`src/rtl/alu_result_tx.sv`:
```
// UART-style serial transmitter for one 8-bit ALU result: start bit, 8 data bits LSB-first, stop bit.
// An invert flag captured at acceptance sends the complement of the byte instead.
module alu_result_tx #(
  parameter int CLKS_PER_BIT = 4
) (
  input  logic       clk,
  input  logic       rst,
  input  logic [7:0] din,
  input  logic       din_valid,
  output logic       din_ready,
  input  logic       invert,
  output logic       tx,
  output logic       busy,
  output logic       done
);

  localparam int CW = (CLKS_PER_BIT > 1) ? $clog2(CLKS_PER_BIT) : 1;
  localparam logic [CW-1:0] CYC_LAST = CW'(CLKS_PER_BIT - 1);

  typedef enum logic [1:0] {
    IDLE  = 2'd0,
    START = 2'd1,
    DATA  = 2'd2,
    STOP  = 2'd3
  } state_t;

  state_t        state;
  logic [7:0]    shreg;
  logic [2:0]    bit_idx;
  logic [CW-1:0] cyc;
  logic          bit_end;

  // Handshake: a byte moves when din_valid && din_ready at a rising edge.
  // din_ready depends on state only, so the producer never sees a combinational path.
  assign din_ready = (state == IDLE);
  assign bit_end   = (cyc == CYC_LAST);

  always_ff @(posedge clk) begin
    if (rst) begin
      state   <= IDLE;
      shreg   <= 8'h00;
      bit_idx <= 3'd0;
      cyc     <= '0;
      tx      <= 1'b1;
      busy    <= 1'b0;
      done    <= 1'b0;
    end else begin
      done <= 1'b0;
      case (state)
        IDLE: begin
          tx <= 1'b1;
          if (din_valid) begin
            shreg   <= invert ? ~din : din;
            state   <= START;
            cyc     <= '0;
            bit_idx <= 3'd0;
            tx      <= 1'b0;
            busy    <= 1'b1;
          end
        end
        START: begin
          if (bit_end) begin
            state   <= DATA;
            cyc     <= '0;
            bit_idx <= 3'd0;
            tx      <= shreg[0];
          end else begin
            cyc <= cyc + 1'b1;
          end
        end
        DATA: begin
          if (bit_end) begin
            cyc <= '0;
            if (bit_idx == 3'd7) begin
              state <= STOP;
              tx    <= 1'b1;
            end else begin
              bit_idx <= bit_idx + 3'd1;
              tx      <= shreg[bit_idx + 3'd1];
            end
          end else begin
            cyc <= cyc + 1'b1;
          end
        end
        STOP: begin
          if (bit_end) begin
            // done lands in the first IDLE cycle, where din_ready is already high.
            state <= IDLE;
            cyc   <= '0;
            busy  <= 1'b0;
            done  <= 1'b1;
          end else begin
            cyc <= cyc + 1'b1;
          end
        end
        default: begin
          state <= IDLE;
          tx    <= 1'b1;
          busy  <= 1'b0;
        end
      endcase
    end
  end

endmodule

```
`config.mk`:
```
export PLATFORM = sky130hd
export DESIGN_NAME = alu_result_tx
export DESIGN_NICKNAME = d
export VERILOG_FILES = /design/src/rtl/alu_result_tx.sv
export SDC_FILE = /design/constraint.sdc
export NUM_CORES = 1
export LEC_CHECK = 0
export BUFFER_PORTS_ARGS = -buffer_cell sky130_fd_sc_hd__buf_2
export CAP_MARGIN = 30
export CORE_MARGIN = 2
export CORE_UTILIZATION = 30
export DETAILED_ROUTE_END_ITERATION = 8
export GPL_ROUTABILITY_DRIVEN = 0
export PLACE_DENSITY_LB_ADDON = 0.12
export SYNTH_ARGS = -nofsm -noshare
export SYNTH_HDL_FRONTEND = slang
export SYNTH_SLANG_ARGS = --single-unit
```
`constraint.sdc`:
```
create_clock -name clk -period 1.6 [get_ports clk]
set_input_delay 0.16 -clock clk [delete_from_list [all_inputs] [get_ports clk]]
set_output_delay 0.16 -clock clk [all_outputs]
set_load 0.02 [all_outputs]
```
Yosys cells after proc, flatten, opt, wreduce, memory -nomap -nowiden
Cells that the tools add are included.
Widths: inputs -> output; s select.
- bits of input ports: 12
- output and inout bits: 4
- flip-flop bits (word level): 18
- word-level logic and storage cells: 59
- equality and inequality tests: 11
- magnitude comparators: 1
- bitwise gates (word level): 2
- add/subtract/negate cells: 2
- reduce and logical (&&, ||, !) cells: 10
- multiplexer cells: 26
- operators by type and width (kind ; number):
    $mux 2 ; 7
    $mux 3 ; 4
    $ne 2x2->1 const B ; 6
    $reduce_and 5->1 ; 2
    $pmux 3 s3 ; 1
    $mux 1 ; 8
    $mux 8 ; 1
    $not 8->8 ; 1
    $pmux 2 s4 ; 1
    $eq 2x2->1 const B ; 3
    $reduce_and 3->1 ; 2
    $lt 3x4->1 const B ; 1
    $pmux 2 s2 ; 1
    $add 3x1->3 const B ; 1
    $bmux 1 s3 ; 1
    $eq 3x3->1 const B ; 1
    $pmux 1 s3 ; 1
    $reduce_bool 3->1 ; 1
    $reduce_or 3->1 ; 1
    $add 2x1->2 const B ; 1
    $eq 2x1->1 const B ; 1
    $logic_not 2->1 ; 1
    $pmux 1 s2 ; 1
    $reduce_and 2->1 ; 1
    other kinds (3) ; 3

Logic depth before layout (Yosys ltp)
- word-level depth: 6
- depth in mapped cells: 7
- depth with buffers taken out: 6

Least setup slack after synthesis
No wires, ideal clock.
- kind: register to register
- start: register state[0]
- end: register bit_idx[1]
- library setup time: 101 ps
- arrival: 1583 ps
- clock period less this slack: 1684 ps
- slack: -84 ps
- data required time: 1499 ps
- cell stages (with the launch flop): 8
- path buffers: 1
- cells stage by stage: dfxtp_1 inv_1 ha_1 nor2b_1 clkbuf_1 nor2_1 a211o_1 o41ai_1
- longest elaborated chain between the ends: 3
- elaborated cells on any way between the ends: 10
- classes of those cells: eq/ne: 6; mux: 1; reduce/logical: 3
- ends and longest elaborated chain (item ; line ; RTL):
    start: declaration ; 27 ; state_t state;
    start signal: assignment ; 40 ; state <= IDLE;
    start signal: assignment ; 54 ; state <= START;
    start signal: assignment ; 63 ; state <= DATA;
    $logic_not 2->1 * ; - ;
    named net din_ready ; 10 ; output logic din_ready,
    $ne 2x2->1 (no line) or $reduce_bool 3->1 (tied branches) ; - ;
    $reduce_and 5->1 (no line) ; - ;
    end signal: assignment ; 78 ; bit_idx <= bit_idx + 3'd1;
    end: declaration ; 29 ; logic [2:0] bit_idx;
Mark *: on every way through the listed nets, which the timed path passes. The rest lies on a longest branch.
A chain may end at the register's enable or synchronous reset.

Worst setup path after layout
- start: register bit_idx[0]
- end: register tx
- longest elaborated chain between the ends: 6
- elaborated cells on any way between the ends: 7
- classes of those cells: add/sub: 1; eq/ne: 1; mux: 5
- ends and longest elaborated chain (item ; line ; RTL):
    $add 3x1->3 ; 79 ; tx <= shreg[bit_idx + 3'd1];
    $bmux 1 s3 ; 79 ;
    $mux 1 (not written as such) ; 79 ;
    $mux 1 * ; 74 ; if (bit_idx == 3'd7) begin
    $mux 1 * ; 72 ; if (bit_end) begin
    $pmux 1 s3 * ; 49 ; case (state)
    end signal: assignment ; 66 ; tx <= shreg[0];
    end signal: assignment ; 79 ;
    end: declaration ; 12 ; output logic tx,
Every way passes the cells marked *; elsewhere a longest branch is shown, timed or not. The select of a mux whose other input is x is not followed.

==> flow_summary.yaml <==
cells_and_area:
  n_antenna_cell: 0
  finalInstanceArea_um2: 1310
  drive_gt1_share_pct: 31.39
  final_nets: 160
  area_growth_syn_to_layout_pct: 26.91
  n_fill_cell: 364
  final_util_pct: 39.57
synth:
  yosysTopAreaCellShare_pct: 34.91
  netlist_area_um2: 1032
  yosysTopAreaCell: "dfxtp_1"
  ys_seq_elements: 18
  ys_warn_count: 0
  syn_area_per_cell_um2: 8.899
  yosys_most_used_dff: "dfxtp_1"
  synth_common_cells: "dfxtp_1 (18), nor2_1 (12), a211oi_1 (10)"
  synth.most_common_cell: "dfxtp_1"
  async_flop_share_pct: 0
  ys_types: 36
  synth_edf_count: 0
  ys_seq_area_share_pct: 34.91
  syn_nets: 137
  netlist_top_cells_area: "dfxtp_1 (35%), ha_1 (11%), a211oi_1 (7.3%)"
  synthCells: 116
timing:
  setup_viol: 0
  relSlewSlack_pct: 80.53
  finalCritPeriodShare_pct: 95.15
  post-route-min-period_ns: 1.522
  fin_skew_ns: 0.003484
  finalMaxSlewViolations: 0
  rsz0062_at_grt: "true"
  final-hold-violation-count: 0
  tightest_slew_ns: 0.2920
  max_freq_mhz: 656.8
place:
  io_buffers: 15
  placed_area_um2: 1236
  hpwl_um: 1637
setup_path:
  crit_buf_inv: 0
  path_class: "reg -> reg"
  worstPathArrival_ns: 1.76
  crit_chain: "ha_4, ha_4, or4b_1, o311ai_1, o32a_1"
  critPathSlowestCell: "or4b_1"
  crit_family: "simple AND/OR/NAND/NOR gates"
  critPathMaxFanout: 4
  end_kind: "register"
  critPathLaunchType: "register"
  worstPathRequired_ns: 1.84
  cp_slowest_stage_delay_ns: 0.49
  cpMostUsedCell: "ha_4"
detailed_routing:
  wl_per_cell_um: 11.60
  drtIter0Drc: 17
  totalWireLength_um: 2123
  drc: 0
  first_pass_iters: 4
  via_per_inst: 4.770
  ant_nets: 0
  dr_total_vias: 873
global_routing:
  grt_use_total_pct: 11.45
  antenna_found_initial: 0
  grt_pass1_vias: 810
  grt_max_degree: 22
  grt_pass1_wl_um: 3601
  grt_overflow: 0
cts:
  clockBufferDepth: 2
  cts_tree: "done"
  cts_buffers: 3
  cts_hold_buf: 0
  htreeDepth: 1
  clk_pin_slew_worst_paths_ns: 0.10
  cts_num_sinks: 18
  post_cts_buffers: 0
  clock-root-buffer: "clkbuf_4"
  clock_latency_ns: 0.29
floorplan:
  die_w_um: 62.66
  start_util_pct: 31.18
  row_count: 21
  die_h_um: 62.66
  core_area_um2: 3311
  io_pins: 16
  die_area_um2: 3926
pwr:
  powerDensity_nw_per_um2: 1450
  vdd_drop_max_v: 0.0004541
  power_leakage_nw: 0.4926
hold_path:
  hold_path_class: "in -> reg"
job:
  cap_violations: 0
outcome:
  status: "complete, no violations"
[logic make-up after synthesis]
logic type	count (synthesis)	synth area share, %
AND/OR/NAND/NOR	29	14.06
multiplexers	4	4.000
buffers and inverters	15	6.303
XOR/XNOR	8	6.788
AO/OA/AOI/OAI	33	23.03
adder cells (fa/ha/maj)	9	10.91
flip-flops	18	34.91
[worst register-to-register path, delay by kind of cell (launching register included)]
family                     cells  cell delay, ns
AOI/OAI and AO/OA              2            0.27
and+or+nand+nor                1            0.49
adders and majority gates      2            0.37
DFF                            1            0.35
[where the power goes]
group | internal (mW) | switching [mW]
logic | 0.499 | 0.536
clock network | 0.0875 | 0.131
registers | 0.566 | 0.0793
[placed cells by master (no fill, tap or decap), types with 4 or more instances in the layout]
| cell | count |
|---|---|
| a211oi_1 | 10 |
| a21oi_1 | 6 |
| buf_2 | 15 |
| buf_4 | 9 |
| dfxtp_1 | 14 |
| dfxtp_2 | 4 |
| ha_1 | 5 |
| inv_1 | 6 |
| nand2_1 | 4 |
| nor2_1 | 12 |
| xnor2_1 | 8 |
[layer usage]
metal	share of wire, %	track usage, %	vias up
met4	1.5	5.000	0
li1	-	-	464
met1	52	16.37	383
met5	0	0	-
met3	5.1	2.342	4
met2	42	16.53	22
[worst paths after layout]
kind                   start       end  slack [ns]  cells past startpoint
setup / recovery  bit_idx[0]        tx        0.08                      5
hold / removal        din[0]  shreg[0]        0.16                      3
hold reg to reg         busy      busy        0.50                      2
setup reg to reg  bit_idx[0]        tx        0.08                      5
[cell type report]
cell class	count	area, um^2	share of cell area [%]
timing repair buffer	25	162.7	12.42
clock buffer	3	22.52	1.719
sequential	18	365.4	27.89
multi-input combinational	83	671.9	51.29
tap	46	57.56	4.393
inverter	8	30.03	2.292
[stage by stage]
step                      setup WS (ns)  setup TNS [ns]  std cells  hold slack [ns]  power [mW]
after floorplan                0.005324               0        116           0.2610       1.302
after global placement        -0.008331        -0.01450        180           0.4591       1.600
after detailed placement       -0.01322        -0.02213        180           0.4659       1.607
after CTS                       0.01123               0        183           0.1470       1.839
after global routing           -0.03194        -0.05152        183           0.1536       2.080
final                           0.07756               0        183           0.1562       1.899
[state kept, by name, indices dropped and copies added, names as in the netlist]
name / cells
state: 2
busy: 1
cyc: 2
bit_idx: 3
shreg: 8
tx: 1
done: 1
[timing repair]
action,CTS,global route
gates cloned,0,0
pin swaps,0,0
gates resized for setup,2,11
setup endpoints to repair,5,7
Note: power is estimated with default switching activity, not from simulation.
